--- src/rtl/fsb_pkg.sv ---
// Shared types and constants for the front-side-bus initiator slice.
package fsb_pkg;

  localparam int ADDR_W      = 23;
  localparam int DATA_W      = 16;
  localparam int TIMEOUT_MIN = 4;

  typedef enum logic [2:0] {
    ST_IDLE,
    ST_ADDR,
    ST_ASSERT,
    ST_DSW,
    ST_WAIT,
    ST_DATA,
    ST_NEGATE,
    ST_RECOVER
  } fsb_state_e;

endpackage

--- src/rtl/fsb_sync.sv ---
// Two-flop synchronizer for asynchronous responder handshakes.
module fsb_sync #(
  parameter logic RST_VAL = 1'b1
) (
  input  logic clk,
  input  logic rst,
  input  logic d,
  output logic q
);

  logic meta_p0;
  logic sync_p1;

  always_ff @(posedge clk) begin
    if (rst) begin
      meta_p0 <= RST_VAL;
      sync_p1 <= RST_VAL;
    end else begin
      meta_p0 <= d;
      sync_p1 <= meta_p0;
    end
  end

  assign q = sync_p1;

endmodule

--- src/rtl/fsb_initiator.sv ---
// 68000-style bus master: runs one word/byte transfer per request with a
// watchdog that aborts unanswered cycles and bounds the recovery wait.
module fsb_initiator
  import fsb_pkg::*;
#(
  parameter int TIMEOUT_CYCLES = 64
) (
  input  logic              FCLK,
  input  logic              Reset,
  input  logic              Req,
  input  logic              ReqRnW,
  input  logic [ADDR_W-1:0] ReqAddr,
  input  logic [1:0]        ReqBE,
  input  logic [DATA_W-1:0] ReqWrData,
  output logic              Busy,
  output logic              Ack,
  output logic              Err,
  output logic [DATA_W-1:0] RdData,
  output logic [ADDR_W-1:0] A,
  output logic              RnW,
  output logic              nAS,
  output logic              nUDS,
  output logic              nLDS,
  output logic [DATA_W-1:0] DOut,
  output logic              DOE,
  input  logic [DATA_W-1:0] DIn,
  input  logic              nDTACK,
  input  logic              nBERR
);

  localparam int              WD_W    = $clog2(TIMEOUT_CYCLES);
  localparam logic [WD_W-1:0] WD_LAST = WD_W'(TIMEOUT_CYCLES - 1);

  if (TIMEOUT_CYCLES < TIMEOUT_MIN) begin : g_bad_timeout
    $error("fsb_initiator: TIMEOUT_CYCLES below minimum");
  end

  fsb_state_e        state_q, state_d;
  logic              fail_d;
  logic              dtack_s, berr_s;
  logic              accept, accept_bus, accept_null;
  logic              rnw_q;
  logic [1:0]        be_q;
  logic [ADDR_W-1:0] addr_q;
  logic [DATA_W-1:0] wdata_q;
  logic [DATA_W-1:0] rd_q;
  logic [WD_W-1:0]   wd_cnt;
  logic              ack_q, err_q;
  logic              ds_on;

  fsb_sync #(.RST_VAL(1'b1)) u_sync_dtack (
    .clk (FCLK),
    .rst (Reset),
    .d   (nDTACK),
    .q   (dtack_s)
  );

  fsb_sync #(.RST_VAL(1'b1)) u_sync_berr (
    .clk (FCLK),
    .rst (Reset),
    .d   (nBERR),
    .q   (berr_s)
  );

  assign accept      = (state_q == ST_IDLE) && Req;
  assign accept_bus  = accept && (ReqBE != 2'b00);
  assign accept_null = accept && (ReqBE == 2'b00);

  always_ff @(posedge FCLK) begin
    if (Reset) state_q <= ST_IDLE;
    else       state_q <= state_d;
  end

  // Handshakes are active low after synchronization; bus error outranks DTACK.
  always_comb begin
    state_d = state_q;
    fail_d  = 1'b0;
    case (state_q)
      ST_IDLE:    if (accept_bus) state_d = ST_ADDR;
      ST_ADDR:    state_d = ST_ASSERT;
      ST_ASSERT:  state_d = rnw_q ? ST_WAIT : ST_DSW;
      ST_DSW:     state_d = ST_WAIT;
      ST_WAIT: begin
        if (!berr_s) begin
          state_d = ST_NEGATE;
          fail_d  = 1'b1;
        end else if (!dtack_s) begin
          state_d = ST_DATA;
        end else if (wd_cnt == WD_LAST) begin
          state_d = ST_NEGATE;
          fail_d  = 1'b1;
        end
      end
      ST_DATA:    state_d = ST_NEGATE;
      ST_NEGATE:  state_d = ST_RECOVER;
      ST_RECOVER: if ((dtack_s && berr_s) || (wd_cnt == WD_LAST)) state_d = ST_IDLE;
      default:    state_d = ST_IDLE;
    endcase
  end

  always_comb begin
    nAS   = 1'b1;
    ds_on = 1'b0;
    DOE   = 1'b0;
    RnW   = 1'b1;
    case (state_q)
      ST_ADDR:    RnW = rnw_q;
      ST_ASSERT: begin
        RnW   = rnw_q;
        nAS   = 1'b0;
        ds_on = rnw_q;
        DOE   = !rnw_q;
      end
      ST_DSW, ST_WAIT, ST_DATA: begin
        RnW   = rnw_q;
        nAS   = 1'b0;
        ds_on = 1'b1;
        DOE   = !rnw_q;
      end
      ST_NEGATE: begin
        RnW = rnw_q;
        DOE = !rnw_q;
      end
      default: ;
    endcase
    nUDS = !(ds_on && be_q[1]);
    nLDS = !(ds_on && be_q[0]);
  end

  // Request capture: A and DOut hold the captured values for the whole cycle.
  always_ff @(posedge FCLK) begin
    if (Reset) begin
      rnw_q   <= 1'b1;
      be_q    <= 2'b00;
      addr_q  <= '0;
      wdata_q <= '0;
    end else if (accept_bus) begin
      rnw_q   <= ReqRnW;
      be_q    <= ReqBE;
      addr_q  <= ReqAddr;
      wdata_q <= ReqWrData;
    end
  end

  // Watchdog shared by WAIT and RECOVER; cleared on entry to each.
  always_ff @(posedge FCLK) begin
    if (Reset) begin
      wd_cnt <= '0;
    end else if (((state_q != ST_WAIT) && (state_d == ST_WAIT)) || (state_q == ST_NEGATE)) begin
      wd_cnt <= '0;
    end else if ((state_q == ST_WAIT) || (state_q == ST_RECOVER)) begin
      wd_cnt <= wd_cnt + 1'b1;
    end
  end

  always_ff @(posedge FCLK) begin
    if (Reset) begin
      rd_q  <= '0;
      ack_q <= 1'b0;
      err_q <= 1'b0;
    end else begin
      if ((state_q == ST_DATA) && rnw_q) rd_q <= DIn;
      ack_q <= accept_null || (state_d == ST_NEGATE);
      err_q <= accept_null || fail_d;
    end
  end

  assign Busy   = (state_q != ST_IDLE);
  assign Ack    = ack_q;
  assign Err    = err_q;
  assign RdData = rd_q;
  assign A      = addr_q;
  assign DOut   = wdata_q;

endmodule
--- config.mk ---
export PLATFORM = sky130hd
export DESIGN_NAME = fsb_initiator
export DESIGN_NICKNAME = d
export VERILOG_FILES = /design/src/rtl/fsb_pkg.sv /design/src/rtl/fsb_sync.sv /design/src/rtl/fsb_initiator.sv
export SDC_FILE = /design/constraint.sdc
export NUM_CORES = 1
export LEC_CHECK = 0
export CORE_ASPECT_RATIO = 1.2
export CORE_MARGIN = 1.5
export CORE_UTILIZATION = 47
export CTS_BUF_LIST = sky130_fd_sc_hd__clkbuf_4
export CTS_CLUSTER_DIAMETER = 40
export DETAILED_ROUTE_END_ITERATION = 6
export GPL_TIMING_DRIVEN = 1
export MAX_ROUTING_LAYER = met4
export PLACE_DENSITY = 0.9
export SETUP_SLACK_MARGIN = 0.02
export SLEW_MARGIN = 15
export SYNTH_ARGS = -nofsm -noshare
export SYNTH_HDL_FRONTEND = slang
export SYNTH_HIERARCHICAL = 1
export SYNTH_SLANG_ARGS = --single-unit
--- constraint.sdc ---
create_clock -name FCLK -period 7.15 [get_ports FCLK]
set_clock_uncertainty 0.2 [all_clocks]
set_input_delay 0.715 -clock FCLK [delete_from_list [all_inputs] [get_ports FCLK]]
set_output_delay 0.715 -clock FCLK [all_outputs]
set_load 0.02 [all_outputs]
==> summary.md <==
| Metric | Value |
|---|---|
| Net Count, Synth | `421` |
| Reg-to-reg endpoint | `wd_cnt[4]$_SDFFE_PP0P_` |
| Post-route setup TNS | `0 ns` |
| CP arrival | `2.48 ns` |
| Die X | `74.37 µm` |
| H-tree Lvls | `3` |
| Total wire length | `7.352 mm` |
| Period utilization | `0.4743` |
| Antenna violations before repair | `0` |
| WP depth | `4` |
| HPWL after detailed placement | `5.303 mm` |
| Post-synth ARST share | `0` |
| Layout cells sized above 1 | `0.06080` |
| Static Leak | `1.580 nW` |
| CP max-delay cell | `clkdlybuf4s50_1` |
| Die Y | `88.65 µm` |
| Synthesized area per cell | `8.115 µm²` |
| Total I/O pin count | `126` |
| CP peak stage delay | `0.64 ns` |
| Routed wire per std cell | `13.15 µm` |
| Max clock buf depth | `2` |
| Setup Fix Bufs, Post-CTS | `0` |
| Crit Path Max Fanout | `11` |
| Worst-path clk slew | `0.10 ns` |
| FMAX | `294.9 MHz` |
| Number of setup violations in the final report | `0` |
| Status | `finished clean` |
| Worst Slack Setup Final | `3.759 ns` |
| R2r setup slk | `4.30 ns` |
| Type of origin of the critical path | `register` |
| Cells along the critical path | `clkinv_1 -> ha_1 -> o31ai_1 -> clkdlybuf4s50_1` |
| Die footprint | `0.006593 mm²` |
| Crit path to | `RnW` |
| Port Buffers | `125` |
| Drt first pass iters | `4` |
| Fin util | `0.7170` |
| Gpl congestion | `0.9286` |
| R2R Path Start | `state_q[2]$_SDFF_PP0_` |
| Post-CTS sizing | `0` |
| Yosys cell types | `41` |
| Clk sinks | `73` |
| ANT nets after route | `0` |
| HP Start | `u_sync_berr/meta_p0$_SDFF_PP1_` |
| Worst-Margin Slew | `0.9963 ns` |
| EDFF count, synth | `0` |
| Dpl ws | `4.199 ns` |
| Num CTS Buffers | `9` |
| Ys Warns | `6` |
| # rows | `31` |
| Max Cap Violations | `0` |
| Starting Density | `0.4809` |
| Synth Instances | `354` |
| Power per cell area | `204.7 mW/mm²` |
| Diodes inserted | `0` |
| Final Hold Vio Count | `0` |
| Largest net degree at the start of global routing | `67` |
| Setup CP Type | `reg -> out` |
| First-pass GRT wire length | `11.25 mm` |
| CTS tree | `yes` |
| Syn-to-layout area delta | `49.09%` |
| CP Capture Type | `output pin` |
| Final layout net count | `539` |
| DR vias/cell | `4.943` |
| Seq/Total Area, Yosys | `0.5087` |
| R2R cell count | `7` |
| First DRT Iteration DRCs | `168` |
| Clock Tree Root | `clkbuf_4` |
| Hold-fix buffers, CTS | `0` |
| CP Buf/Inv Count | `2` |
| Hold Path Class | `reg -> reg` |
| Later-pin clock latency in the skew report | `0.40 ns` |
| Total track usage | `0.2285` |
| Delay-heaviest family, CP | `buffers and inverters` |
| Crit path launch | `state_q[2]$_SDFF_PP0_` |
| Final Slew Violations | `0` |
| Top FF cell, synth | `dfxtp_1` |
| Cell Area, Synth | `0.002873 mm²` |
| RSZ-0062 raised after global routing | `false` |
| DR vias | `2,763` |
| Peak supply drop | `0.0001773 V` |
| Fin crit period | `3.391 ns` |
| GR Overflow Total | `0` |
| CP required | `6.23 ns` |
| Drt drc | `0` |
| Max transition margin | `0.3322` |
| Vias in the first global route | `2,613` |
| Register bit count reported by yosys | `73` |
| Core Box Area | `0.005973 mm²` |
## registers in the layout, summed over array words and instances, names as in the netlist
register              count
A                        23
DOut                     16
RdData                   16
wd_cnt                    6
state_q                   3
be_q                      2
Ack                       1
Err                       1
rnw_q                     1
u_sync_berr/meta_p0       1
u_sync_berr/q             1
u_sync_dtack/meta_p0      1
u_sync_dtack/q            1
## worst min-delay path by stage
stage	endpoint	cells after the start
after global routing	u_sync_berr/q$_SDFF_PP1_	1
after floorplan	u_sync_berr/q$_SDFF_PP1_	1
final	u_sync_berr/q$_SDFF_PP1_	1
after detailed placement	u_sync_berr/q$_SDFF_PP1_	1
after CTS	u_sync_berr/q$_SDFF_PP1_	1
after global placement	u_sync_dtack/q$_SDFF_PP1_	1
## cell type report
cell class,instances,area [µm²]
Clock buffer,9,67.56
Clock inverter,7,61.31
Inverter,5,18.77
Tap cell,82,102.6
Sequential cell,73,1461
Multi-Input combinational cell,255,1303
Timing Repair Buffer,128,1269
Fill cell,484,1690
## placed cells by master (no fill, tap or decap), types with 2 or more instances in the layout
| master | instances |
|---|---|
| nand2_1 | 127 |
| clkdlybuf4s50_1 | 124 |
| dfxtp_1 | 73 |
| a21oi_1 | 58 |
| nor3_1 | 9 |
| clkbuf_4 | 9 |
| nor2_1 | 8 |
| clkinv_1 | 4 |
| inv_1 | 4 |
| xor2_1 | 4 |
| ha_1 | 4 |
| or2_1 | 4 |
| o31ai_1 | 3 |
| o211ai_1 | 3 |
| buf_4 | 3 |
| a31o_2 | 2 |
| and3_1 | 2 |
| nand3_1 | 2 |
| or3_4 | 2 |
| o21a_1 | 2 |
| and2_1 | 2 |
| nand4_1 | 2 |
| xnor2_1 | 2 |
| clkinvlp_4 | 2 |
## routing by layer
layer | wire length (µm) | global-route usage | up-vias
met3 | 579 | 0.07062 | 11
met4 | 143 | 0.1008 | 0
met1 | 2979 | 0.2450 | 1231
li1 | - | - | 1404
met5 | 0 | - | -
met2 | 3650 | 0.3847 | 117
## metrics by stage
step	instances	power [W]	instance area, µm²	hold WS, ns
5_1_grt	559	0.0009169	4283	0.2337
4_1_cts	559	0.0008834	4283	0.2137
2_1_floorplan	354	0.0005555	2873	0.1832
6_report	559	0.0008766	4283	0.2114
3_3_place_gp	543	0.0006410	4154	0.1879
3_5_place_dp	543	0.0006457	4154	0.1899
## kinds of logic after synthesis
group | synth area share
and+or+nand+nor | 0.2491
AOI/OAI and AO/OA | 0.1620
DFF | 0.5087
buffers and inverters | 0.04094
xor gates and xnor gates | 0.01829
adders and majority gates | 0.01742
muxes | 0.003484
## power breakdown
group	internal [W]	switching [W]	leakage [nW]
Combinational	0.0000946	0.0000960	0.920
Clock	0.000103	0.000137	0.0644
Sequential	0.000430	0.0000168	0.595
Total	0.000627	0.000250	1.58
## cell usage after synthesis (4+ instances only)
| cell | instances | area (µm²) |
|---|---|---|
| a21oi_1 | 58 | 290.3 |
| buf_2 | 7 | 35.03 |
| clkbuf_1 | 12 | 45.04 |
| dfxtp_1 | 73 | 1461 |
| ha_1 | 4 | 50.05 |
| inv_1 | 4 | 15.01 |
| nand2_1 | 127 | 476.7 |
| nor2_1 | 8 | 30.03 |
| nor3_1 | 10 | 50.05 |
| or2_1 | 4 | 25.02 |
| xor2_1 | 4 | 35.03 |
No activity file was read; power rests on OpenSTA's default activity.
